File: src/rtl/lcd_pkg.sv
// Shared encodings and default timing values for the LCD write-engine scheduler.
package lcd_pkg;

  typedef enum logic [1:0] {
    ST_PWR   = 2'd0,
    ST_IDLE  = 2'd1,
    ST_ISSUE = 2'd2,
    ST_WAIT  = 2'd3
  } state_t;

  typedef enum logic [1:0] {
    JOB_INIT = 2'd0,
    JOB_UPD  = 2'd1,
    JOB_REF  = 2'd2
  } job_t;

  localparam int         POWERUP_MS_DEF = 20;
  localparam int         REFRESH_MS_DEF = 500;
  localparam int         TIMEOUT_MS_DEF = 50;
  localparam logic [1:0] INIT_CNT_DEF   = 2'd3;
  localparam logic [1:0] REF_CNT_DEF    = 2'd3;

  function automatic int max3(input int a, input int b, input int c);
    int m;
    m = (a > b) ? a : b;
    return (m > c) ? m : c;
  endfunction

endpackage

File: src/rtl/lcd_ms_timer.sv
// Loadable millisecond up-counter; saturates at the terminal count and flags it on done.
module lcd_ms_timer #(
  parameter int W = 9
) (
  input  logic         clk,
  input  logic         rst_n,
  input  logic         start,
  input  logic         run,
  input  logic [W-1:0] limit,
  output logic         done
);

  logic [W-1:0] r_cnt;

  // start has priority so a restart always lands on zero, even while running.
  always_ff @(posedge clk or negedge rst_n) begin
    if (!rst_n) begin
      r_cnt <= '0;
    end else if (start) begin
      r_cnt <= '0;
    end else if (run && (r_cnt < limit)) begin
      r_cnt <= r_cnt + W'(1);
    end
  end

  assign done = (r_cnt == limit);

endmodule

File: src/rtl/lcd_scheduler.sv
// Sequences power-up wait, init, updates and periodic refresh onto the LCD write engine.
module lcd_scheduler
  import lcd_pkg::*;
#(
  parameter int         POWERUP_MS = POWERUP_MS_DEF,
  parameter int         REFRESH_MS = REFRESH_MS_DEF,
  parameter int         TIMEOUT_MS = TIMEOUT_MS_DEF,
  parameter logic [1:0] INIT_CNT   = INIT_CNT_DEF,
  parameter logic [1:0] REF_CNT    = REF_CNT_DEF
) (
  input  logic       clk_1ms,
  input  logic       reset,
  input  logic       reinit_req,
  input  logic       upd_req,
  input  logic [1:0] upd_cnt,
  input  logic       lcd_finish,
  output logic       mode,
  output logic [1:0] lcd_cnt,
  output logic       lcd_enable,
  output logic       upd_ack,
  output logic       busy,
  output logic       init_done,
  output logic       err,
  output logic [1:0] dbg_state
);

  localparam int           W       = $clog2(max3(POWERUP_MS, REFRESH_MS, TIMEOUT_MS));
  localparam logic [W-1:0] PWR_LIM = W'(POWERUP_MS - 1);
  localparam logic [W-1:0] TO_LIM  = W'(TIMEOUT_MS - 1);
  localparam logic [W-1:0] REF_LIM = W'(REFRESH_MS - 1);

  // Engine handshake: lcd_enable is a one-cycle start strobe with mode/lcd_cnt
  // already stable; the engine answers with a one-cycle lcd_finish, which is
  // only honoured in WAIT. No new strobe is raised until that answer or a timeout.

  state_t       r_state, w_state_nxt;
  job_t         r_job, w_job_nxt;
  logic         r_mode;
  logic [1:0]   r_lcd_cnt;
  logic         r_lcd_enable;
  logic         r_upd_ack;
  logic         r_init_done;
  logic         r_err;
  logic         w_fin;
  logic         w_timeout;
  logic         w_go_issue;
  logic         w_t1_start;
  logic         w_t1_run;
  logic [W-1:0] w_t1_limit;
  logic         w_t1_done;
  logic         w_ref_run;
  logic         w_ref_done;

  always_comb begin
    w_state_nxt = r_state;
    w_job_nxt   = r_job;
    w_fin       = 1'b0;
    w_timeout   = 1'b0;
    case (r_state)
      ST_PWR: begin
        if (w_t1_done) begin
          w_state_nxt = ST_ISSUE;
          w_job_nxt   = JOB_INIT;
        end
      end
      ST_IDLE: begin
        if (reinit_req || !r_init_done) begin
          w_state_nxt = ST_ISSUE;
          w_job_nxt   = JOB_INIT;
        end else if (upd_req) begin
          w_state_nxt = ST_ISSUE;
          w_job_nxt   = JOB_UPD;
        end else if (w_ref_done) begin
          w_state_nxt = ST_ISSUE;
          w_job_nxt   = JOB_REF;
        end
      end
      ST_ISSUE: begin
        w_state_nxt = ST_WAIT;
      end
      ST_WAIT: begin
        // A finish arriving on the timeout edge still counts as a clean completion.
        if (lcd_finish) begin
          w_state_nxt = ST_IDLE;
          w_fin       = 1'b1;
        end else if (w_t1_done) begin
          w_state_nxt = ST_ISSUE;
          w_job_nxt   = JOB_INIT;
          w_timeout   = 1'b1;
        end
      end
      default: begin
        w_state_nxt = ST_PWR;
      end
    endcase
  end

  assign w_go_issue = (w_state_nxt == ST_ISSUE);

  always_ff @(posedge clk_1ms or negedge reset) begin
    if (!reset) begin
      r_state      <= ST_PWR;
      r_job        <= JOB_INIT;
      r_mode       <= 1'b1;
      r_lcd_cnt    <= 2'd0;
      r_lcd_enable <= 1'b0;
      r_upd_ack    <= 1'b0;
      r_init_done  <= 1'b0;
      r_err        <= 1'b0;
    end else begin
      r_state      <= w_state_nxt;
      r_job        <= w_job_nxt;
      r_lcd_enable <= w_go_issue;
      r_upd_ack    <= w_fin && (r_job == JOB_UPD);
      if (w_go_issue) begin
        case (w_job_nxt)
          JOB_INIT: begin
            r_mode    <= 1'b1;
            r_lcd_cnt <= INIT_CNT;
          end
          JOB_UPD: begin
            r_mode    <= 1'b0;
            r_lcd_cnt <= upd_cnt;
          end
          default: begin
            r_mode    <= 1'b0;
            r_lcd_cnt <= REF_CNT;
          end
        endcase
      end
      if (w_timeout) begin
        r_init_done <= 1'b0;
        r_err       <= 1'b1;
      end else if (w_fin && (r_job == JOB_INIT)) begin
        r_init_done <= 1'b1;
      end
    end
  end

  // One counter covers both the power-up wait and the WAIT watchdog; they never overlap.
  assign w_t1_start = (r_state == ST_ISSUE);
  assign w_t1_run   = (r_state == ST_PWR) || (r_state == ST_WAIT);
  assign w_t1_limit = (r_state == ST_PWR) ? PWR_LIM : TO_LIM;

  lcd_ms_timer #(.W(W)) u_pwr_wdg_timer (
    .clk   (clk_1ms),
    .rst_n (reset),
    .start (w_t1_start),
    .run   (w_t1_run),
    .limit (w_t1_limit),
    .done  (w_t1_done)
  );

  assign w_ref_run = (r_state == ST_IDLE) && r_init_done;

  lcd_ms_timer #(.W(W)) u_refresh_timer (
    .clk   (clk_1ms),
    .rst_n (reset),
    .start (w_fin),
    .run   (w_ref_run),
    .limit (REF_LIM),
    .done  (w_ref_done)
  );

  assign mode       = r_mode;
  assign lcd_cnt    = r_lcd_cnt;
  assign lcd_enable = r_lcd_enable;
  assign upd_ack    = r_upd_ack;
  assign busy       = (r_state != ST_IDLE);
  assign init_done  = r_init_done;
  assign err        = r_err;
  assign dbg_state  = r_state;

endmodule

File: config.mk
export PLATFORM = sky130hd
export DESIGN_NAME = lcd_scheduler
export DESIGN_NICKNAME = d
export VERILOG_FILES = /design/src/rtl/lcd_pkg.sv /design/src/rtl/lcd_ms_timer.sv /design/src/rtl/lcd_scheduler.sv
export SDC_FILE = /design/constraint.sdc
export NUM_CORES = 1
export LEC_CHECK = 0
export ABC_AREA = 1
export CORE_UTILIZATION = 64
export CTS_CLUSTER_SIZE = 10
export DETAILED_ROUTE_END_ITERATION = 16
export GPL_ROUTABILITY_DRIVEN = 0
export GPL_TIMING_DRIVEN = 0
export PLACE_DENSITY = 0.84
export SETUP_SLACK_MARGIN = 0.3
export SLEW_MARGIN = 20
export SYNTH_ARGS = -nofsm -noshare
export SYNTH_HDL_FRONTEND = slang
export SYNTH_HIERARCHICAL = 1
export SYNTH_SLANG_ARGS = --single-unit
File: constraint.sdc
create_clock -name clk_1ms -period 5.2 [get_ports clk_1ms]
set_clock_uncertainty 0.2 [all_clocks]
set_input_delay 0.52 -clock clk_1ms [delete_from_list [all_inputs] [get_ports clk_1ms]]
set_output_delay 0.52 -clock clk_1ms [all_outputs]
set_load 0.01 [all_outputs]
Word-level counts from Yosys, hierarchy flattened --
Cells that the tools add are included.
Word-level totals: input bits 7, output and inout bits 10, bits in registers 29, logic and storage cells 63
Cells by class: $lt $le $gt $ge 2, muxes and demuxes 26, add/sub/neg operators 2, reduce and logical (&&, ||, !) cells 14, equal/unequal tests 9
Operator list (count):
- 9-bit 2-to-1 mux | 4
- 2-bit 2-to-1 mux | 11
- 9-bit by 1-bit adder with 9-bit output, second input constant | 2
- 9-bit by 6-bit equality test with 1-bit output | 1
- 9-bit equality test, second input constant | 1
- 9-bit by 6-bit less-than comparator with 1-bit output | 1
- 9-bit less-than comparator, second input constant | 1
- 1-bit 2-to-1 mux | 8
- 2-bit case mux with 4 select lines | 1
- 2-bit by 1-bit equality test with 1-bit output, second input constant | 3
- 2-bit equality test, second input constant | 3
- 2-bit zero test | 3
- 6-bit 2-to-1 mux | 1
- 2-bit case mux with 3 select lines | 1
- 2-bit nonzero test | 3
- 1-bit logical AND | 5
- 1-bit logical OR | 2
- 2-bit by 1-bit != test with 1-bit output, second input constant | 1
- 1-bit zero test | 1

Depth between registers and ports, before layout --
Gate-level depths: netlist (run 1).
depth in word-level cells 8, mapped depth 18, gate-level depth less buffers 18

By module --
The synthesis (run 1) kept the hierarchy.
By module, submodules not included:
- lcd_ms_timer | cells an instance 131, area an instance 872.1 um2, seq. area each 225.2 um2, times used 2
- lcd_scheduler | cells an instance 84, area an instance 659.4 um2, seq. area each 276.5 um2, times used 1

Worst setup path after synthesis (run 1) --
Ideal clock, no wire load.
path type flip-flop to flip-flop, start point reg r_state[0] (netlist: dbg_state[0]), end point reg r_lcd_cnt[0] (netlist: lcd_cnt[0]), data arrival time 2.057 ns, cell stages (with the launch flop) 17, setup time 0.123 ns, period minus slack after synthesis 2.380 ns, buffers on the path 0, slack 2.820 ns, required time 4.877 ns, path through dfrtp_1 inv_1 ha_1 inv_1 inv_1 ha_1 nand2_1 nor2_2 inv_1 nor2_1 nor2_1 nor2_2 nor2_1 nand2_2 nand2_4 o21ai_0 nand2_1
Between the ends: cells in the longest elaborated chain, start to end 8, elaborated cells between the ends (all ways) 18, those cells by class 6 x eq/ne; 11 x mux; 1 x reduce/logical
RTL lines:
- start: declaration | RTL line lcd_scheduler.sv:36 | state_t r_state, w_state_nxt;
- start signal: assignment | RTL line lcd_scheduler.sv:111 | r_state <= w_state_nxt;
- 2-bit zero test * | RTL line lcd_scheduler.sv:143 | assign w_t1_limit = (r_state == ST_PWR) ? PWR_LIM : TO_LIM;
- 6-bit 2-to-1 mux * | RTL line lcd_scheduler.sv:143
- via w_t1_limit[1] | RTL line lcd_scheduler.sv:49 | logic [W-1:0] w_t1_limit;
- 9-bit by 6-bit equality test with 1-bit output * | RTL line lcd_ms_timer.sv:26 | assign done = (r_cnt == limit);
- via w_t1_done | RTL line lcd_scheduler.sv:50 | logic w_t1_done;
- 2-bit 2-to-1 mux | RTL line lcd_scheduler.sv:61, lcd_scheduler.sv:86
- 2-bit 2-to-1 mux | RTL line lcd_scheduler.sv:83 | if (lcd_finish) begin
- 2-bit case mux with 3 select lines | RTL line lcd_scheduler.sv:59 | case (r_state)
- 2-bit by 1-bit equality test with 1-bit output | RTL line lcd_scheduler.sv:116 | case (w_job_nxt)
- 2-bit 2-to-1 mux | RTL line lcd_scheduler.sv:116
- end signal: assignment | RTL line lcd_scheduler.sv:123 | r_lcd_cnt <= upd_cnt;
- end: declaration | RTL line lcd_scheduler.sv:39 | logic [1:0] r_lcd_cnt;
Mark *: on every way through the listed nets, which the timed path passes. The rest lies on a longest branch. A chain may end at the register's enable or synchronous reset.

Worst setup path after layout (run 1) --
start point reg r_state[1] (netlist: dbg_state[1]), end point reg r_lcd_cnt[1] (netlist: lcd_cnt[1])
Same word-level chain as after synthesis.

==> out/qor.yml, run 1 <==
fin_worst_hold_slack_ns: 0.0635
seq_area_frac_synth: 0.302
cts.sinks: 29
fin_crit_ns: 2.70
total_power_uw: 1150
dr.pass1.iters: 4
multi_input_area_um2: 1470
vdd_drop_max_mv: 0.326
r2r_end: "lcd_cnt[1]"
worstMarginPinSlew_ns: 0.657
post_drt_wl_per_cell_um: 11.1
antenna_found_initial: 0
syn_to_final_growth_pct: 14.8
slew_headroom: 0.562
syn_area_um2: 2400
yosysUniqueCellTypes: 27
arrival_ns: 2.66
numCtsBuffers: 5
ys_ff_latch: 29
cts_root_buf: "clkbuf_8"
outcome: "completed"
ios: 17
endpoint_kind: "flip-flop"
hold_viol: 0
final.fill_count: 255
ys_top_cells_by_area: "dfrtp_1 29%, nand2_1 16%, ha_1 12%"
cts_buffer_depth: 2
syn-instance-count: 346
drtIter0Drc: 110
grt_overflow: 0
hpwl_um: 3630
io_buffers: 16
slowest_stage: "dfrtp_1"
grt_pass1_vias: 2112
worstPathRequired_ns: 5.16
postCtsSetupBuffers: 0
critPathLaunchType: "flip-flop"
grt_max_degree: 30
worst-r2r-setup-slack_ns: 2.50
path_depth: 16
crit_fanout: 6
timing.setup.tns_ns: 0
max_stage_delay_ns: 0.45
drive_gt1_frac: 0.112
grt_pass1_wl_um: 8650
antenna_left: 0
critPathTopFamily: "simple AND/OR/NAND/NOR gates"
seqCellArea_um2: 727
dieArea_um2: 4000
yosys_warnings: 6
report.final.slew_viol_count: 0
synth_top_area_share: 0.292
avgSynthCellArea_um2: 6.95
core-area_um2: 3470
post-route-drc-count: 0
critPathKind: "reg -> reg"
drt-total-wl_um: 4750
finalSetupViolCount: 0
vias: 2166
cts_max_level: 2
clkLatencyLatePin_ns: 0.28
cp.buffers_inverters: 4
post-route-period-util: 0.520
crit_top_cell: "inv_1"
ctsHoldBuffers: 0
maxCapViolCount: 0
cts_resized: 0
worstRegToRegCells: 16
via_per_inst: 5.04
hp-class: "in -> async"
clkTransAtPathRegs_ns: 0.06
rows: 21
synth_top_cell_by_area: "dfrtp_1"
power_density_nw_per_um2: 418
cts_tree: "built"
cp_cell_sequence: "inv_1 -> ha_1 -> inv_1 -> inv_1 -> ha_1 -> nand2_1 -> nor2_2 -> inv_1 -> nor2_1 -> nor2_1 -> nor2_2 -> nor2_1 -> nand2_2 -> nand2_4 -> o21ai_0 -> nand2_1"
rsz0062_at_grt: "no"
chipHeight_um: 63.3
initial_core_util: 0.693
track_usage: 0.273
timing.fmax_mhz: 370
reg2reg_from: "dbg_state[1]"
n_antenna_cell: 0
power.static_leakage_uw: 0.00155
die_w_um: 63.3
nets: 414
==> report_power, final <==
part	switching (uW)	internal (uW)
sequential	58.4	284
combinational	395	230
clock	79.4	108
==> cells in the final DEF, fill, tap and decap left out, types with 6 or more instances in the layout <==
cell type and instances:
nand2_1 100, inv_1 63, nand3_1 34, nor2_1 29, dfrtp_1 28, ha_1 24
conb_1 16, clkdlybuf4s50_1 15, nand2_2 9, nor2_2 8, nand4_1 8, clkbuf_8 6
==> synth_stat cells <==
| cell type | number |
|---|---|
| nand2_4 | 4 |
| nor2_2 | 8 |
| ha_1 | 24 |
| nand3_1 | 34 |
| nand3_4 | 2 |
| dfrtp_1 | 28 |
| o21ai_1 | 1 |
| xnor2_1 | 4 |
| inv_2 | 3 |
| or2_0 | 1 |
| nand3_2 | 2 |
| nand4_1 | 8 |
| a21oi_1 | 5 |
| or2_1 | 1 |
| inv_1 | 63 |
| conb_1 | 2 |
| xor2_1 | 4 |
| nand2_1 | 100 |
| buf_2 | 2 |
| o21bai_1 | 1 |
| dfstp_2 | 1 |
| nor2_4 | 4 |
| or2_2 | 1 |
| nand2_2 | 9 |
| o21ai_0 | 4 |
| nor2_1 | 29 |
| o32ai_1 | 1 |
==> worst max-delay path by stage <==
stage | start | endpoint
5_1_grt | dbg_state[1] | lcd_cnt[1]
3_5_place_dp | dbg_state[1] | lcd_cnt[1]
2_1_floorplan | dbg_state[0] | lcd_cnt[0]
3_3_place_gp | dbg_state[1] | lcd_cnt[1]
6_report | dbg_state[1] | lcd_cnt[1]
4_1_cts | dbg_state[1] | lcd_cnt[1]
==> area by class of cell <==
class,instances,area share
inverter,66,0.0898
tap,46,0.0209
multi-input combinational,263,0.533
buffer,2,0.00363
clock buffer,8,0.0327
sequential,29,0.263
timing repair buffer,16,0.0562
==> per-layer routing <==
| layer | GRT usage | wire length, um | part of all wire |
|---|---|---|---|
| met5 | 0 | 0 | 0 |
| met4 | 0.0824 | 63 | 0.013 |
| met3 | 0.0471 | 214 | 0.045 |
| met2 | 0.491 | 2420 | 0.51 |
| met1 | 0.330 | 2050 | 0.43 |
==> logic make-up after synthesis <==
group / synth area share
AO/OA/AOI/OAI: 0.0276
AND/OR/NAND/NOR: 0.406
adder cells (fa/ha/maj): 0.125
other: 0.00312
flip-flops: 0.302
buffers and inverters: 0.107
XOR/XNOR: 0.0291
==> through the flow <==
stage	area [um^2]	setup slack, ns	instances	utilization
2_1_floorplan	2460	2.82	360	-
3_3_place_gp	2670	2.57	422	0.771
3_5_place_dp	2670	2.54	422	0.769
4_1_cts	2760	2.50	430	0.795
5_1_grt	2760	2.22	430	0.795
6_report	2760	2.50	430	0.795
==> sequential cells by signal, indices dropped and copies added, names as in the netlist <==
signal,flops
init_done,1
u_refresh_timer/r_cnt,9
err,1
upd_ack,1
lcd_cnt,2
dbg_state,2
u_pwr_wdg_timer/r_cnt,9
lcd_enable,1
r_job,2
mode,1
(Power assumes the default switching activity.)
==> run 2: changes to the inputs <==
CORE_UTILIZATION = 59   (was 64)
PLACE_DENSITY = 0.78   (was 0.84)
clock period = 2.8 ns   (was 5.2 ns; I/O delays follow)
==> run 2 against run 1 <==
Compared with the run above: non-clock buffer count grew 7; worst hold slack improved by 0.22 ns; setup slack worse by 2.1 ns; power increased by 99%; combinational power up 110%; cell area is 3.8% higher; routed wire length rose by 2.1%; core utilization decreased by 3.6 points; via count shrank 0.88%; critical path depth increased by 2; critical path type unchanged; largest cell class unchanged; highest routed layer unchanged.
==> out/qor.yml, run 2 (same netlist as run 1, synthesis figures left out) <==
rows: 22  # +4.8%
antenna_left: 0  # unchanged
hold_start: "mode"
cts_buffer_depth: 2  # unchanged
slew_headroom: 0.575  # +0.0135
chipHeight_um: 65.8  # +4.0%
n_antenna_cell: 0  # unchanged
die_w_um: 65.8  # +4.0%
post-route-period-util: 0.857  # +0.337
vias: 2147  # -0.88%
outcome: "completed"
via_per_inst: 4.89  # -2.9%
slowest_stage: "dfrtp_1"
cp.buffers_inverters: 6  # +2
clkTransAtPathRegs_ns: 0.06  # about the same
cts_tree: "built"
endpoint_kind: "flip-flop"
worstRegToRegCells: 18  # +2
utilization: 0.759  # -0.0363
worstMarginPinSlew_ns: 0.637  # -0.0203 ns
critPathLaunchType: "flip-flop"
holdPathEnd: "mode"
crit_path_start: "dbg_state[0]"
clkLatencyLatePin_ns: 0.27  # about the same
final.fill_count: 302  # +18%
cts.sinks: 29  # unchanged
vdd_drop_max_mv: 0.740  # +130%
grt_pass1_wl_um: 8310  # -3.9%
grt_overflow: 0  # unchanged
r2r_end: "lcd_cnt[1]"
place_inst: 424  # +0.47%
post_drt_wl_per_cell_um: 11.1  # about the same
nets: 421  # +1.7%
hpwl_um: 3560  # -1.9%
critPathKind: "reg -> reg"
power_density_nw_per_um2: 801  # +92%
grt_max_degree: 30  # unchanged
cts_root_buf: "clkbuf_8"
dr.pass1.iters: 4  # unchanged
power.static_leakage_uw: 0.00160  # +2.8%
max_stage_delay_ns: 0.36  # -0.09 ns
numCtsBuffers: 5  # unchanged
arrival_ns: 2.36  # -0.30 ns
hold_viol: 0  # unchanged
fin_crit_ns: 2.40  # -0.303 ns
post-route-drc-count: 0  # unchanged
fin_area_um2: 2860  # +3.8%
layout_commonest_cell: "nand2_1"
worstPathRequired_ns: 2.76  # -2.40 ns
finalSetupViolCount: 0  # unchanged
cts_max_level: 2  # unchanged
crit_fanout: 4  # -2
syn_to_final_growth_pct: 19.1
track_usage: 0.250  # -0.0227
hold_depth: 2
fin_cells: 439  # +2.1%
initial_core_util: 0.637  # -0.0556
reg2reg_from: "dbg_state[0]"
grt_pass1_vias: 1993  # -5.6%
cp_cell_sequence: "inv_2 -> ha_4 -> inv_1 -> inv_1 -> ha_1 -> nand2_1 -> nor2_4 -> inv_1 -> nor2_2 -> inv_2 -> o21ai_2 -> nand2_2 -> nand2_1 -> nand2_2 -> inv_2 -> nand3_1 -> nand2_1 -> nand2_1"
antenna_found_initial: 0  # unchanged
largestRegisters: "u_pwr_wdg_timer/r_cnt: 9 flops, u_refresh_timer/r_cnt: 9 flops"
maxCapViolCount: 0  # unchanged
timing.setup.tns_ns: 0  # unchanged
critPathTopFamily: "simple AND/OR/NAND/NOR gates"
timing.fmax_mhz: 417  # +13%
drive_gt1_frac: 0.151  # +0.0389
core-area_um2: 3770  # +8.7%
drt-total-wl_um: 4850  # +2.1%
rsz0062_at_grt: "no"
total_power_uw: 2290  # +99%
placed_area_um2: 2670  # about the same
mostFrequentLayoutCells: "99 x nand2_1, 60 x inv_1, 34 x nand3_1, 28 x nor2_1, 28 x dfrtp_1"
dieArea_um2: 4330  # +8.2%
report.final.slew_viol_count: 0  # unchanged
worst-r2r-setup-slack_ns: 0.40  # -2.10 ns
ios: 17  # unchanged
path_depth: 18  # +2
crit_top_cell: "nand2_1"
drtIter0Drc: 127  # +15%
io_buffers: 16  # unchanged
hp-class: "reg -> reg"
[run 2: stage by stage]
stage	worst slack [ns]	hold WS, ns
6_report	0.401	0.279
5_1_grt	0.262	0.297
4_1_cts	0.317	0.280
3_5_place_dp	0.182	0.144
3_3_place_gp	0.235	0.253
2_1_floorplan	0.420	-0.216
[run 2: where the power goes]
group,leakage [uW],total [uW],internal [uW],switching [uW]
Combinational,0.00116,1300,509,792
Sequential,0.000380,621,527,93.5
Clock,0.0000542,372,222,150
[run 2: metal layers]
layer | track usage | vias to the layer above | wire, um
met5 | 0 | - | 0
met4 | 0.0897 | 0 | 48
met3 | 0.0310 | 5 | 98
met2 | 0.453 | 19 | 2510
met1 | 0.300 | 984 | 2200
li1 | - | 1139 | -
[run 2: area by class of cell]
| type | instances | area (um^2) | area share |
|---|---|---|---|
| Multi-Input combinational cell | 263 | 1510 | 0.526 |
| Sequential cell | 29 | 727 | 0.254 |
| Inverter | 66 | 248 | 0.0865 |
| Timing Repair Buffer | 23 | 210 | 0.0734 |
| Clock buffer | 7 | 96.3 | 0.0337 |
| Tap cell | 48 | 60.1 | 0.0210 |
| Buffer | 2 | 10.0 | 0.00350 |
| Clock inverter | 1 | 5.00 | 0.00175 |
[run 2: how the worst max path moves through the flow]
stage	end	slack, ns
finish	lcd_cnt[1]	0.40
CTS	lcd_cnt[1]	0.32
global placement	lcd_cnt[1]	0.24
floorplan	lcd_cnt[0]	0.42
detailed placement	lcd_cnt[1]	0.18
global route	lcd_cnt[0]	0.26
[run 2: what timing repair did]
item                       in CTS  in global routing
pin swaps                       0                  6
hold endpoints to repair       28                  0
gates cloned                    0                  0
resized for setup               2                 11
buffers inserted                2                  4
setup endpoints to repair       3                  5
hold buffers                    1                  0
[run 2: worst reg2reg max path, cell delays in order, from the launching register on]
cell,delay [ns]
dfrtp_1,0.36
inv_2,0.07
ha_4,0.17
inv_1,0.10
inv_1,0.06
ha_1,0.27
nand2_1,0.08
nor2_4,0.12
inv_1,0.08
nor2_2,0.15
inv_2,0.07
o21ai_2,0.08
nand2_2,0.08
nand2_1,0.08
nand2_2,0.08
inv_2,0.06
nand3_1,0.07
nand2_1,0.08
nand2_1,0.05
